**config.mk**
```make
export PLATFORM = sky130hd
export DESIGN_NAME = note_sprite_reader
export DESIGN_NICKNAME = d
export VERILOG_FILES = /design/src/rtl/note_sprite_reader.sv
export SDC_FILE = /design/constraint.sdc
export NUM_CORES = 1
export LEC_CHECK = 0
export CAP_MARGIN = 40
export CORE_AREA = 10 10 219 242
export DETAILED_ROUTE_END_ITERATION = 6
export DIE_AREA = 0 0 229 252
export PLACE_DENSITY = 0.6
export SETUP_SLACK_MARGIN = 0.3
export SLEW_MARGIN = 10
export SYNTH_ARGS = -nofsm -noshare
export SYNTH_HDL_FRONTEND = slang
export SYNTH_SLANG_ARGS = --single-unit
```
**constraint.sdc**
```tcl
create_clock -name clk -period 16.7 [get_ports clk]
set_input_delay 1.67 -clock clk [delete_from_list [all_inputs] [get_ports clk]]
set_output_delay 1.67 -clock clk [all_outputs]
set_load 0.03 [all_outputs]
```
**src/rtl/note_sprite_reader.sv**
```systemverilog
// Note sprite ROM read client: per-pixel hit test over a note position table, ROM address
// generation and 2-cycle raster alignment. Define NOTE_SHADOW_EN for a vblank-committed shadow table.
module note_sprite_reader #(
  parameter int  NUM_NOTES = 8,
  parameter int  SPR_W     = 20,
  parameter int  SPR_H     = 30,
  parameter int  H_ACTIVE  = 640,
  parameter int  V_ACTIVE  = 480,
  localparam int SLOT_W    = $clog2(NUM_NOTES)
) (
  input  logic              clk,
  input  logic              reset_n,
  input  logic [9:0]        hcount,
  input  logic [9:0]        vcount,
  input  logic              video_on,
  input  logic              wr_valid,
  output logic              wr_ready,
  input  logic [SLOT_W-1:0] wr_slot,
  input  logic [9:0]        wr_x,
  input  logic [9:0]        wr_y,
  input  logic              wr_show,
  input  logic              clear_all,
  output logic [9:0]        rom_addr,
  input  logic              rom_pixel,
  output logic              note_pixel,
  output logic [SLOT_W-1:0] note_slot
);

  logic                 wr_fire;
  logic [NUM_NOTES-1:0] live_valid_q, live_valid_d;
  logic [9:0]           live_x_q [NUM_NOTES];
  logic [9:0]           live_x_d [NUM_NOTES];
  logic [9:0]           live_y_q [NUM_NOTES];
  logic [9:0]           live_y_d [NUM_NOTES];

  assign wr_fire = wr_valid && wr_ready;

`ifdef NOTE_SHADOW_EN
  logic                 commit;
  logic [NUM_NOTES-1:0] shad_valid_q, shad_valid_d;
  logic [9:0]           shad_x_q [NUM_NOTES];
  logic [9:0]           shad_x_d [NUM_NOTES];
  logic [9:0]           shad_y_q [NUM_NOTES];
  logic [9:0]           shad_y_d [NUM_NOTES];

  // Commit happens on the first pixel of vertical blank; writes are held off for that one cycle.
  assign commit   = (hcount == 10'd0) && (vcount == 10'(V_ACTIVE));
  assign wr_ready = !commit;

  always_comb begin
    shad_valid_d = shad_valid_q;
    shad_x_d     = shad_x_q;
    shad_y_d     = shad_y_q;
    if (clear_all) begin
      shad_valid_d = '0;
    end else if (wr_fire) begin
      for (int i = 0; i < NUM_NOTES; i++) begin
        if (wr_slot == SLOT_W'(i)) begin
          shad_valid_d[i] = wr_show;
          shad_x_d[i]     = wr_x;
          shad_y_d[i]     = wr_y;
        end
      end
    end
  end

  always_comb begin
    live_valid_d = live_valid_q;
    live_x_d     = live_x_q;
    live_y_d     = live_y_q;
    if (commit) begin
      live_valid_d = shad_valid_q;
      live_x_d     = shad_x_q;
      live_y_d     = shad_y_q;
    end
  end

  always_ff @(posedge clk or negedge reset_n) begin
    if (!reset_n) shad_valid_q <= '0;
    else          shad_valid_q <= shad_valid_d;
  end

  always_ff @(posedge clk) begin
    shad_x_q <= shad_x_d;
    shad_y_q <= shad_y_d;
  end
`else
  assign wr_ready = 1'b1;

  // NOTE: every always_comb output gets a default first so no path can infer a latch.
  always_comb begin
    live_valid_d = live_valid_q;
    live_x_d     = live_x_q;
    live_y_d     = live_y_q;
    if (clear_all) begin
      live_valid_d = '0;
    end else if (wr_fire) begin
      for (int i = 0; i < NUM_NOTES; i++) begin
        if (wr_slot == SLOT_W'(i)) begin
          live_valid_d[i] = wr_show;
          live_x_d[i]     = wr_x;
          live_y_d[i]     = wr_y;
        end
      end
    end
  end
`endif

  // NOTE: sequential state uses non-blocking assignment so all flops update from pre-edge values.
  always_ff @(posedge clk or negedge reset_n) begin
    if (!reset_n) live_valid_q <= '0;
    else          live_valid_q <= live_valid_d;
  end

  // NOTE: coordinate storage is deliberately not reset; the valid bits gate every use of it.
  always_ff @(posedge clk) begin
    live_x_q <= live_x_d;
    live_y_q <= live_y_d;
  end

  // Stage 0: hit test in 11 bits so a sprite near column 1023 never wraps to column 0.
  logic [NUM_NOTES-1:0] slot_hit;
  logic                 hit_any;
  logic [SLOT_W-1:0]    win_idx;
  logic [9:0]           win_dx, win_dy;
  logic                 pix_on;

  always_comb begin
    slot_hit = '0;
    for (int i = 0; i < NUM_NOTES; i++) begin
      slot_hit[i] = live_valid_q[i]
                 && ({1'b0, hcount} >= {1'b0, live_x_q[i]})
                 && ({1'b0, hcount} <  {1'b0, live_x_q[i]} + 11'(SPR_W))
                 && ({1'b0, vcount} >= {1'b0, live_y_q[i]})
                 && ({1'b0, vcount} <  {1'b0, live_y_q[i]} + 11'(SPR_H));
    end
  end

  // Scan from the top slot down so the lowest hitting index is the one left standing.
  always_comb begin
    hit_any = 1'b0;
    win_idx = '0;
    win_dx  = '0;
    win_dy  = '0;
    for (int i = NUM_NOTES - 1; i >= 0; i--) begin
      if (slot_hit[i]) begin
        hit_any = 1'b1;
        win_idx = SLOT_W'(i);
        win_dx  = hcount - live_x_q[i];
        win_dy  = vcount - live_y_q[i];
      end
    end
  end

  // Redundant with video_on for a compliant timing generator; keeps stray overscan dark.
  assign pix_on = video_on && (hcount < 10'(H_ACTIVE)) && (vcount < 10'(V_ACTIVE));

  logic [9:0]        rom_addr_q, rom_addr_d;
  logic              hit_d1_q, hit_d1_d;
  logic [SLOT_W-1:0] slot_d1_q, slot_d1_d;
  logic              video_on_d1_q, video_on_d1_d;
  logic              note_pixel_q, note_pixel_d;
  logic [SLOT_W-1:0] note_slot_q, note_slot_d;

  always_comb begin
    rom_addr_d    = hit_any ? (win_dy * 10'(SPR_W) + win_dx) : 10'd0;
    hit_d1_d      = hit_any;
    slot_d1_d     = win_idx;
    video_on_d1_d = pix_on;
    note_pixel_d  = rom_pixel & hit_d1_q & video_on_d1_q;
    note_slot_d   = slot_d1_q;
  end

  always_ff @(posedge clk or negedge reset_n) begin
    if (!reset_n) begin
      rom_addr_q    <= '0;
      hit_d1_q      <= 1'b0;
      slot_d1_q     <= '0;
      video_on_d1_q <= 1'b0;
      note_pixel_q  <= 1'b0;
      note_slot_q   <= '0;
    end else begin
      rom_addr_q    <= rom_addr_d;
      hit_d1_q      <= hit_d1_d;
      slot_d1_q     <= slot_d1_d;
      video_on_d1_q <= video_on_d1_d;
      note_pixel_q  <= note_pixel_d;
      note_slot_q   <= note_slot_d;
    end
  end

  assign rom_addr   = rom_addr_q;
  assign note_pixel = note_pixel_q;
  assign note_slot  = note_slot_q;

endmodule

```
# == Word level (Yosys, flattened, before mapping) ==
# Cells that the tools add are included.
# op_classes
addsub,33
n_mul,1
order_cmp,34
n_eq_ne,7
n_mux,43
bitwise,3
reduce_logical,60
# ops
cell,n
$add A10 B5 Y11 const B,16
$lt A10 B11 Y1,16
$mux W10,17
$ge A10 B10 Y1,16
$sub A10 B10 Y10,16
$logic_and A1 B1 Y1,34
$mux W3,8
$reduce_and A3 Y1,8
$reduce_bool A2 Y1,9
$mux W1,16
$mux W8,2
$reduce_and A2 Y1,8
$eq A3 B3 Y1 const B,4
$add A10 B10 Y10,1
$lt A10 B10 Y1 const B,1
$lt A10 B9 Y1 const B,1
$mul A10 B3 Y8 const B,1
$eq A3 B2 Y1 const B,2
$eq A3 B1 Y1 const B,1
$logic_not A3 Y1,1
$and A1 B1 Y1,2
$not A1 Y1,1
# word_totals
reg_bits,187
input_bits,50

# == Depth between registers and ports, before layout ==
# logic_depth
word_depth,16
mapped_depth,32
ltp_nobuf,30

# == Worst setup path before layout ==
# No wires, ideal clock.
# synth_timing
kind,input-to-reg
startpoint,input vcount[0]
endpoint,register rom_addr_q[9] (netlist: rom_addr[9])
setup_ps,123
arrival_ps,7015
path_slack_ps,9562
path_stages,30
path_buffers,2
cell_sequence,inv_1 ha_1 inv_1 fa_1 a21oi_1 o22ai_1 or4b_2 a31oi_1 or3_1 buf_6 nand2_1 buf_6 o221ai_1 o21ai_0 mux2i_1 o21ai_1 a221oi_1 ha_1 ha_1 inv_1 fa_1 inv_1 ha_1 a21oi_1 o21bai_1 a21oi_1 xnor2_1 xnor2_1 o21bai_1 nand2_1
# synth_via
elab_chain_len,14
# synth_rtl
item,line,source
from (decl),14,"input logic [9:0] vcount,"
$ge A10 B10 Y1,134,"&& ({1'b0, vcount} >= {1'b0, live_y_q[i]})"
$logic_and A1 B1 Y1,134,
$logic_and A1 B1 Y1,135,"&& ({1'b0, vcount} < {1'b0, live_y_q[i]} + 11'(SPR_H));"
$mux W10 (8 in a row),146,if (slot_hit[i]) begin
$mul A10 B3 Y8,166,rom_addr_d = hit_any ? (win_dy * 10'(SPR_W) + win_dx) : 10'd0;
$add A10 B10 Y10,166,
$mux W10 (*),166,
via rom_addr_d[9],158,"logic [9:0] rom_addr_q, rom_addr_d;"
to (signal assigned),183,rom_addr_q <= rom_addr_d;
to (decl),158,
# Mark *: on every way through the listed nets, which the timed path passes. The rest lies on a longest branch.
# A chain may end at the register's enable or synchronous reset.

# == Worst setup path in the final report ==
# Ends and elaborated chain as after synthesis.

==> flow_summary.toml <==
[outcome]
status = "finished clean"

[yosys]
ys_seq_area_frac = 0.289
synthTopCellsByCount = "ha_1 (328), inv_1 (206), edfxtp_1 (160)"
ys_async_sr_fraction = 0.144
synth_area_leaders = "edfxtp_1 (25%), ha_1 (22%), xnor2_1 (7.2%)"
syn_area_um2 = 19000
ys_warn_count = 0
ys_seq_elements = 187
yosys.area.top_type_share = 0.253
synth_flop_cell = "edfxtp_1"
synth_cells = 2035
synth_nets = 2431
yosysMostFrequentCell = "ha_1"
syn-mean-instance-area_um2 = 9.33
yosysUniqueCellTypes = 83
synth_top_cell_by_area = "edfxtp_1"
synth_edf_count = 160

[run]
cap_violations = 0

[power]
p_int_uw = 858
p_leak_uw = 0.00906
p_sw_frac = 0.315
p_clk_frac = 0.334
p_sw_uw = 394
p_total_uw = 1250
p_per_area_nw_per_um2 = 59.0
ir_worst_vdd_uv = 53.5
pwr-share-seq = 0.417
combPwrFrac = 0.249

[global_route]
grt_pass1_wl_um = 90100
grt_overflow = 0
antenna_found_initial = 5
grt_use_total = 0.202
grt_start_max_net_pins = 38
grt_pass1_vias = 15662

[clocking]
cts_tree = "yes"
h-tree-depth = 4
cts_buffers = 17
hold_buffers = 0
post_cts_buffers = 0
root_buffer = "clkbuf_16"
post_cts_resized = 0
clkSlewWorstSetupHoldPaths_ns = 0.07
cts.sinks = 187
clk-insertion-delay-late_ns = 0.48
clock_path_buffers = 2

[timing]
rsz0062_at_grt = "no"
hold_viol = 0
fin_crit_ns = 8.58
timing.final.crit_share = 0.514
setup_viol = 0
slew_headroom = 0.373
whs_ns = 0.353
fmax_mhz = 117
report.final.slew_viol_count = 0
tightestPinTransition_ns = 0.933
finClkSkew_ns = 0.00562
fin_tns_setup_ns = 0

[worst_hold_path]
hold_path.class = "reg2reg"
whs_path_depth = 0
hp-start = "note_slot_d[2]"
hold_end = "note_slot[2]"

[detailed_routing]
wl_per_cell_um = 21.3
drt_iter0_markers = 1309
routed-via-count = 15974
drt_first_pass_iters = 5
drc_errors = 0
viasPerCell = 5.73
final_antenna_net_count = 0
wirelength_um = 59500

[setup_path]
path_buf_inv = 5
reg2reg_depth = 27
endpoint_kind = "flop"
max_stage_delay_ns = 0.63
cp_max_fo = 19
r2r-start = "live_y_q[13]"
worstReg2RegEnd = "rom_addr[9]"
critical-path-top-delay-family = "compound AO/OA/AOI/OAI gates"
critPathArrivalTime_ns = 8.94
required_ns = 17.06
path_class = "in2reg"
critPathLaunchType = "input port"
slowest_stage = "or4b_2"
r2r_slack_ns = 9.60

[place]
gp_congestion = 0.952
port_buffers = 63
dp_hpwl_um = 45400

[floorplan]
die_w_um = 229
die-area_um2 = 57700
placementRows = 84
die_h_um = 252
core_area_um2 = 47700
initial_core_util = 0.398
io_pins = 65

[finish]
drive_gt1_frac = 0.0494
fin_nets = 2527
fillers = 4624
final_core_util = 0.445
area_growth_pct = 11.8
==> cells in the final DEF, fill, tap and decap left out, types with 9 or more instances in the layout <==
master	n
a211oi_1	24
a21boi_0	10
a21o_1	45
a21oi_1	145
a221oi_1	13
a31oi_1	17
and3_1	16
buf_4	33
clkbuf_16	18
clkdlybuf4s50_1	63
dfrtp_1	27
edfxtp_1	160
fa_1	18
ha_1	328
inv_1	206
mux2i_1	15
nand2_1	88
nand2b_1	17
nand3_1	53
nand4_1	26
nor2_1	129
nor2b_1	22
nor3_1	56
nor4_1	19
o2111ai_1	15
o211ai_1	18
o21a_1	38
o21ai_0	98
o21bai_1	10
o221ai_1	16
o22ai_1	16
or2_2	9
or3_1	16
or4_1	9
xnor2_1	156
xor2_1	49
==> flip-flops by register name (all words and copies together) (netlist names) <==
register and count:
video_on_d1_q 1, hit_d1_q 1, note_slot_d 3, note_slot 3, live_y_q 80, live_x_q 80, rom_addr 10, note_pixel 1
live_valid_q 8
==> per-layer routing <==
layer | GRT usage | vias to the layer above | part of all wire
li1 | - | 7778 | -
met1 | 0.250 | 7676 | 0.43
met2 | 0.348 | 426 | 0.48
met3 | 0.0226 | 94 | 0.041
met4 | 0.0975 | 0 | 0.042
met5 | 0 | - | 0
==> cells by family (layout without fill, tap and decap cells) <==
group | count (synthesis) | in the layout | synth area share
buffers and inverters | 229 | 338 | 0.0464
AOI/OAI and AO/OA | 544 | 544 | 0.191
other | 1 | 2 | 0.000197
DFF | 187 | 187 | 0.289
xor gates and xnor gates | 205 | 205 | 0.0945
and+or+nand+nor | 505 | 505 | 0.135
adders and majority gates | 346 | 346 | 0.235
muxes | 18 | 18 | 0.00968
==> power by group through the flow <==
| stage | Clock [uW] | Sequential [uW] | Combinational, uW |
|---|---|---|---|
| global placement | 0 | 533 | 305 |
| CTS | 427 | 522 | 311 |
| global route | 444 | 523 | 344 |
| finish | 418 | 523 | 312 |
| detailed placement | 0 | 533 | 309 |
| floorplan | 0 | 531 | 192 |
==> cell type report <==
cell class,count,area [um^2],share of cell area
Sequential cell,187,5480,0.258
Antenna cell,1,2.50,0.000118
Tap cell,645,807,0.0380
Timing Repair Buffer,100,918,0.0433
Clock inverter,12,111,0.00525
Clock buffer,20,468,0.0220
Inverter,206,773,0.0364
Multi-Input combinational cell,1619,12700,0.597
==> metrics by stage <==
step | instances | cell area (um^2) | setup WS, ns
CTS | 2788 | 21200 | 8.21
finish | 2790 | 21200 | 8.12
floorplan | 2035 | 19000 | 9.56
global placement | 2753 | 20600 | 7.88
detailed placement | 2756 | 20600 | 7.71
global route | 2789 | 21200 | 7.65
==> worst max path at each step <==
stage / cells past startpoint / from / slack [ns] / end
floorplan: 30 / vcount[0] / 9.56 / rom_addr[9]
global placement: 28 / vcount[0] / 7.88 / rom_addr[9]
detailed placement: 28 / vcount[0] / 7.71 / rom_addr[9]
CTS: 28 / vcount[0] / 8.21 / rom_addr[9]
global route: 29 / vcount[0] / 7.65 / rom_addr[9]
finish: 29 / vcount[0] / 8.12 / rom_addr[9]
Note: power is estimated with default switching activity, not from simulation.
